`config.mk`:
```
export PLATFORM = sky130hd
export DESIGN_NAME = ula_exec_stage
export DESIGN_NICKNAME = d
export VERILOG_FILES = /design/src/rtl/ula_exec_stage_pkg.sv /design/src/rtl/ula_reg_bank.sv /design/src/rtl/ula_exec_stage.sv
export SDC_FILE = /design/constraint.sdc
export NUM_CORES = 1
export LEC_CHECK = 0
export ABC_AREA = 0
export ABC_CLOCK_PERIOD_IN_PS = 2200
export BUFFER_PORTS_ARGS = -buffer_cell sky130_fd_sc_hd__buf_4
export CAP_MARGIN = 40
export CORE_UTILIZATION = 35
export CTS_BUF_LIST = sky130_fd_sc_hd__clkbuf_2 sky130_fd_sc_hd__clkbuf_4 sky130_fd_sc_hd__clkbuf_8
export CTS_CLUSTER_SIZE = 12
export DETAILED_ROUTE_END_ITERATION = 10
export GPL_TIMING_DRIVEN = 0
export PLACE_DENSITY = 0.52
export SYNTH_ARGS = -nofsm -noshare
export SYNTH_HDL_FRONTEND = slang
export SYNTH_SLANG_ARGS = --single-unit
```
`constraint.sdc`:
```
create_clock -name clk_in -period 2.2 [get_ports clk_in]
set_input_delay 0.11 -clock clk_in [delete_from_list [all_inputs] [get_ports clk_in]]
set_output_delay 0.11 -clock clk_in [all_outputs]
set_load 0.03 [all_outputs]
```
`src/rtl/ula_exec_stage_pkg.sv`:
```
// ---------------------------------------------------------------------------
// ula_exec_stage_pkg
//   Shared constants for the ula execute stage and its register bank.
//   DEF_* values are the default parameter values of the stage. REG_ZERO is
//   the value every architectural register takes on reset.
// ---------------------------------------------------------------------------
package ula_exec_stage_pkg;

  localparam int DEF_BITS  = 8;                  // datapath width
  localparam int DEF_OP    = 8;                  // opcode width
  localparam int DEF_NREGS = 4;                  // architectural registers
  localparam int DEF_REG_W = $clog2(DEF_NREGS);  // register index width
  localparam int DEF_CNT_W = 16;                 // retired-counter width

  localparam logic [DEF_BITS-1:0] REG_ZERO = '0;

endpackage : ula_exec_stage_pkg

```
`src/rtl/ula_reg_bank.sv`:
```
// ---------------------------------------------------------------------------
// ula_reg_bank
//   NREGS x BITS architectural register bank for the ula execute stage.
//   Two combinational operand read ports, one combinational debug read port
//   and a single synchronous write port. Synchronous, active-high clear.
//
// Ports
//   i_clk       clock, rising edge
//   i_rst       synchronous active-high clear of every register
//   i_rd_a_sel  operand-a register index   -> o_rd_a_data
//   i_rd_b_sel  operand-b register index   -> o_rd_b_data
//   i_dbg_sel   debug register index       -> o_dbg_data
//   i_wr_en     write strobe (ignored while i_rst is high)
//   i_wr_sel    write register index
//   i_wr_data   write value
// ---------------------------------------------------------------------------
module ula_reg_bank
  import ula_exec_stage_pkg::*;
#(
  parameter int BITS  = DEF_BITS,
  parameter int NREGS = DEF_NREGS,
  parameter int REG_W = $clog2(NREGS)
) (
  input  logic             i_clk,
  input  logic             i_rst,
  input  logic [REG_W-1:0] i_rd_a_sel,
  output logic [BITS-1:0]  o_rd_a_data,
  input  logic [REG_W-1:0] i_rd_b_sel,
  output logic [BITS-1:0]  o_rd_b_data,
  input  logic [REG_W-1:0] i_dbg_sel,
  output logic [BITS-1:0]  o_dbg_data,
  input  logic             i_wr_en,
  input  logic [REG_W-1:0] i_wr_sel,
  input  logic [BITS-1:0]  i_wr_data
);

  logic [BITS-1:0] r_regs [NREGS];

  // NOTE: this bank is a handful of flops, not a RAM macro, so it is cleared
  // in reset; the debug port and the first operand reads must see zero.
  always_ff @(posedge i_clk) begin
    if (i_rst) begin
      for (int i = 0; i < NREGS; i++) begin
        r_regs[i] <= REG_ZERO;
      end
    end else if (i_wr_en) begin
      r_regs[i_wr_sel] <= i_wr_data;
    end
  end

  assign o_rd_a_data = r_regs[i_rd_a_sel];
  assign o_rd_b_data = r_regs[i_rd_b_sel];
  assign o_dbg_data  = r_regs[i_dbg_sel];

endmodule : ula_reg_bank

```
`src/rtl/ula_exec_stage.sv`:
```
// ---------------------------------------------------------------------------
// ula_exec_stage
//   Two-stage execute wrapper (ISSUE -> EX/WB) around a combinational ula.
//   ISSUE reads the register bank (with EX->ISSUE forwarding) and registers
//   operands and opcode onto the ula_*_out ports. EX/WB captures the ula
//   result on the next edge, writes it to the destination register, pulses
//   wb_valid_out and bumps the retired counter. stall_in freezes EX.
//
// Ports
//   clk_in, rst_in       clock (rising) / synchronous active-high reset
//   instr_valid_in       upstream instruction valid
//   instr_ready_out      stage can accept (= ~stall_in)
//   op_in                opcode, forwarded to the ula unchanged
//   ra_in                destination and operand-a register
//   rb_in                operand-b register
//   stall_in             downstream freeze request
//   ula_a_out/b/op_out   registered ula operands and opcode
//   ula_result_in        combinational ula result
//   wb_valid_out         one-cycle writeback strobe
//   wb_reg_out/data_out  last register written and value
//   retired_out          completed writebacks, wraps modulo 2^CNT_W
//   dbg_sel_in           debug register select -> dbg_data_out
// ---------------------------------------------------------------------------
module ula_exec_stage
  import ula_exec_stage_pkg::*;
#(
  parameter int BITS  = DEF_BITS,
  parameter int OP    = DEF_OP,
  parameter int NREGS = DEF_NREGS,
  parameter int CNT_W = DEF_CNT_W,
  parameter int REG_W = $clog2(NREGS)
) (
  input  logic             clk_in,
  input  logic             rst_in,
  input  logic             instr_valid_in,
  output logic             instr_ready_out,
  input  logic [OP-1:0]    op_in,
  input  logic [REG_W-1:0] ra_in,
  input  logic [REG_W-1:0] rb_in,
  input  logic             stall_in,
  output logic [BITS-1:0]  ula_a_out,
  output logic [BITS-1:0]  ula_b_out,
  output logic [OP-1:0]    ula_op_out,
  input  logic [BITS-1:0]  ula_result_in,
  output logic             wb_valid_out,
  output logic [REG_W-1:0] wb_reg_out,
  output logic [BITS-1:0]  wb_data_out,
  output logic [CNT_W-1:0] retired_out,
  input  logic [REG_W-1:0] dbg_sel_in,
  output logic [BITS-1:0]  dbg_data_out
);

  // EX stage state
  logic             r_ex_valid;
  logic [REG_W-1:0] r_ex_rd;
  logic [BITS-1:0]  r_ula_a;
  logic [BITS-1:0]  r_ula_b;
  logic [OP-1:0]    r_ula_op;

  // Writeback / status state
  logic             r_wb_valid;
  logic [REG_W-1:0] r_wb_reg;
  logic [BITS-1:0]  r_wb_data;
  logic [CNT_W-1:0] r_retired;

  logic             w_accept;
  logic             w_retire;
  logic [BITS-1:0]  w_bank_a;
  logic [BITS-1:0]  w_bank_b;
  logic [BITS-1:0]  w_opnd_a;
  logic [BITS-1:0]  w_opnd_b;

  // A stall freezes EX, so the stage can only take a new instruction when
  // EX is guaranteed to drain (or is empty) at the same edge.
  assign instr_ready_out = ~stall_in;
  assign w_accept        = instr_valid_in & ~stall_in;
  assign w_retire        = r_ex_valid & ~stall_in;

  ula_reg_bank #(
    .BITS  (BITS),
    .NREGS (NREGS),
    .REG_W (REG_W)
  ) u_reg_bank (
    .i_clk       (clk_in),
    .i_rst       (rst_in),
    .i_rd_a_sel  (ra_in),
    .o_rd_a_data (w_bank_a),
    .i_rd_b_sel  (rb_in),
    .o_rd_b_data (w_bank_b),
    .i_dbg_sel   (dbg_sel_in),
    .o_dbg_data  (dbg_data_out),
    .i_wr_en     (w_retire & ~rst_in),
    .i_wr_sel    (r_ex_rd),
    .i_wr_data   (ula_result_in)
  );

  // EX->ISSUE forwarding: the bank is only written at the retiring edge, so
  // an instruction issued at that same edge must take the ula result directly.
  // NOTE: every signal driven here gets a value on every path (default first),
  // otherwise synthesis infers a latch to hold the missing case.
  always_comb begin
    w_opnd_a = w_bank_a;
    w_opnd_b = w_bank_b;
    if (w_retire && (r_ex_rd == ra_in)) w_opnd_a = ula_result_in;
    if (w_retire && (r_ex_rd == rb_in)) w_opnd_b = ula_result_in;
  end

  // NOTE: sequential state uses non-blocking assignments so every flop
  // samples pre-edge values regardless of statement order.
  always_ff @(posedge clk_in) begin
    if (rst_in) begin
      r_ex_valid <= 1'b0;
      r_ex_rd    <= '0;
      r_ula_a    <= '0;
      r_ula_b    <= '0;
      r_ula_op   <= '0;
      r_wb_valid <= 1'b0;
      r_wb_reg   <= '0;
      r_wb_data  <= '0;
      r_retired  <= '0;
    end else begin
      r_wb_valid <= w_retire;

      if (w_retire) begin
        r_wb_reg  <= r_ex_rd;
        r_wb_data <= ula_result_in;
        r_retired <= r_retired + CNT_W'(1);
      end

      // Accept wins over drain so back-to-back issue keeps EX occupied.
      // While stalled neither branch fires and EX holds.
      if (w_accept) begin
        r_ex_valid <= 1'b1;
        r_ex_rd    <= ra_in;
        r_ula_a    <= w_opnd_a;
        r_ula_b    <= w_opnd_b;
        r_ula_op   <= op_in;
      end else if (w_retire) begin
        r_ex_valid <= 1'b0;
      end
    end
  end

  assign ula_a_out    = r_ula_a;
  assign ula_b_out    = r_ula_b;
  assign ula_op_out   = r_ula_op;
  assign wb_valid_out = r_wb_valid;
  assign wb_reg_out   = r_wb_reg;
  assign wb_data_out  = r_wb_data;
  assign retired_out  = r_retired;

endmodule : ula_exec_stage

```
==> flow_summary.ini <==
[detailed_routing]
wire_per_inst_um = 15.9
wl_um = 10300
top_layer = met4
dr.pass1.iters = 4
postRouteAntennaNets = 0
wl_met1_um = 4820
wl_met2_um = 4820
routed_via_density = 4.91
drc = 0
drt_first_iter_violations = 122
dr_total_vias = 3184
met3_length_um = 504

[floorplan]
core-area_um2 = 11500
die_width_um = 111
fp-row-count = 39
die-height_um = 111
die_area_um2 = 12300
initial_core_util_pct = 36.2
ios = 86

[placed_design]
port_buffers = 81
dpl.hpwl_um = 7830
dp_slack_ns = 0.354
routabilityCongestion = 0.737

[cells_and_area]
nNetsFinal = 528
diodes = 0
drive_gt1_share_pct = 28.7
area_growth_pct = 27.5

[synthesis]
synth_area_per_cell_um2 = 10.5
synthCells = 394
synth_edf_count = 32
yosys.area_share.xor_xnor_pct = 2.74
muxShareOfSynthArea_pct = 13.0
seq_area_frac_synth_pct = 49.2
synth-seq-cells = 86
syn_area_um2 = 4150
synth_compound_gate_area_share_pct = 11.6
synthSimpleGateAreaFrac_pct = 20.0
synth_top_flop_cell = dfxtp_1
yosysUniqueCellTypes = 40
synth_top_family_by_area = simple AND/OR/NAND/NOR gates
yosys_warnings = 0
async_reset_ff_share_pct = 0
synth_nets = 421
synthAdderAreaFrac_pct = 0.301

[setup_path]
crit_path_end_kind = flip-flop
crit_chain = buf_2 -> nor4b_2 -> or2_2
cp-start-kind = flip-flop
slowest_delay_ns = 0.56
worstPathArrival_ns = 1.87
critPathMaxFanout = 10
critPathSlowestCell = nor4b_2
criticalPathCategory = flip-flop to flip-flop
r2r_setup_slack_ns = 0.40
required_ns = 2.27

[timing]
timing.final.hold_violations = 0
finalSetupViolCount = 0
max_slew_margin_pct = 56.8
max_freq_mhz = 555
setup_ws_ns = 0.399
slew_violations = 0
rsz0062_at_grt = no
tightest_slew_ns = 0.648
final.setup.tns_ns = 0
fin_crit_sh_pct = 81.9
skew_ns = 0.00733
period_minus_slack_ns = 1.80

[clock_tree]
cts-htree-levels = 3
worst_skew_pair.late_latency_ns = 0.37
clk_pin_slew_ns = 0.09
cts_buffer_depth = 2
ctsResizeCount = 0
cts_tree = built
cts_buffers = 9
cts_sinks = 86
cts-root-buf = clkbuf_8

[global_routing]
grt_pass1_vias = 3153
grt_antenna_before_repair = 0
grt_overflow = 0
grt_usage_pct = 17.9
grt_start_max_net_pins = 15
grt_pass1_wl_um = 17000

[power_and_ir_drop]
power_density_nw_per_um2 = 641
ir_worst_vdd_uv = 341
leakagePower_nw = 2.05

[run]
cap_violations = 0

[min_path]
hold_path.class = input pin to flip-flop

[status]
status = complete, no violations
-- cells in the final DEF (no fill, tap or decap), drive strengths merged, types with 3 or more instances in the layout --
| cell | instances |
|---|---|
| a21oi | 50 |
| nor2 | 24 |
| xor2 | 7 |
| mux4 | 24 |
| nor2b | 10 |
| edfxtp | 32 |
| o21ai | 14 |
| inv | 3 |
| nand2b | 9 |
| dlygate4sd3 | 15 |
| a211oi | 8 |
| or3 | 4 |
| nand2 | 52 |
| or2 | 3 |
| nand3 | 6 |
| buf | 94 |
| o21bai | 8 |
| clkbuf | 24 |
| xnor2 | 6 |
| and2 | 33 |
| dfxtp | 54 |
| nor3 | 8 |
-- layout make-up --
class	instances	area [um2]
fill	1082	6180
buffer	26	121
multi-input combinational	279	1980
clock inverter	5	58.8
timing repair buffer	96	758
tap	143	179
sequential	86	2040
inverter	3	11.3
clock buffer	11	145
-- report_power, final --
part | switching (mW) | internal, mW
logic | 0.282 | 0.217
clock network | 0.587 | 0.568
registers | 0.0364 | 1.70
-- cells in the mapped netlist, drive strengths merged (3+ instances only) --
cell,instances,share of area (%)
nor2b,10,1.5
nand2,52,4.7
mux4,24,13
nor3,8,1.2
o21bai,8,1.4
dfxtp,54,26
edfxtp,32,23
inv,3,0.27
a21oi,50,6.0
a211oi,8,1.4
or2,3,0.45
nand2b,9,1.5
xnor2,6,1.3
xor2,7,1.5
and2,33,5.0
clkbuf,13,1.2
nor2,24,2.2
or3,4,0.72
nand3,6,0.72
o21ai,14,1.9
buf,13,1.7
-- critical path: cells and delay by family, from the launching register on --
kind / cells / cell delay [ns]
DFF: 1 / 0.36
and+or+nand+nor: 2 / 0.90
buffers and inverters: 1 / 0.25
-- repair_timing --
item	in CTS	in global routing
hold buffers	15	0
hold endpoints to repair	15	0
setup buffers	0	0
-- routing by layer --
metal / up-vias / GRT usage, %
met3: 13 / 4.16
met2: 72 / 27.9
met5: - / 0
li1: 1616 / -
met1: 1483 / 23.9
met4: 0 / 8.00
-- registers in the layout, summed over array words and instances (netlist names) --
| name | count |
|---|---|
| wb_reg_out | 2 |
| wb_data_out | 8 |
| ula_op_out | 8 |
| ula_a_out | 8 |
| u_reg_bank.r_regs | 32 |
| r_ex_rd | 2 |
| wb_valid_out | 1 |
| retired_out | 16 |
| r_ex_valid | 1 |
| ula_b_out | 8 |
-- worst paths after layout --
path,from,endpoint,cells past startpoint
max,r_ex_rd[0]$_SDFFE_PP0P_,u_reg_bank.r_regs[1][0]$_SDFFCE_PN0P_,3
min,stall_in,r_ex_valid$_SDFFE_PP0P_,3
max reg2reg,r_ex_rd[0]$_SDFFE_PP0P_,u_reg_bank.r_regs[1][0]$_SDFFCE_PN0P_,3
min reg2reg,ula_op_out[3]$_SDFFE_PP0P_,ula_op_out[3]$_SDFFE_PP0P_,2
-- logic make-up after synthesis --
kind of cell,Yosys count
compound gates,84
xor+xnor,13
fa+ha+maj,1
buf+inv,29
flops,86
mux,24
simple gates,157
-- metrics by stage --
| step | instances | total power [mW] | util [%] | hold slack [ns] | area (um2) |
|---|---|---|---|---|---|
| after CTS | 649 | 3.44 | 46.1 | 0.00861 | 5290 |
| after floorplan | 394 | 2.08 | - | 0.246 | 4150 |
| after global routing | 649 | 3.56 | 46.1 | 0.0297 | 5290 |
| after global placement | 618 | 2.25 | 43.1 | 0.359 | 4940 |
| final | 649 | 3.39 | 46.1 | 0.0239 | 5290 |
| after detailed placement | 618 | 2.26 | 43.1 | 0.370 | 4940 |
No activity file was read; power rests on OpenSTA's default activity.
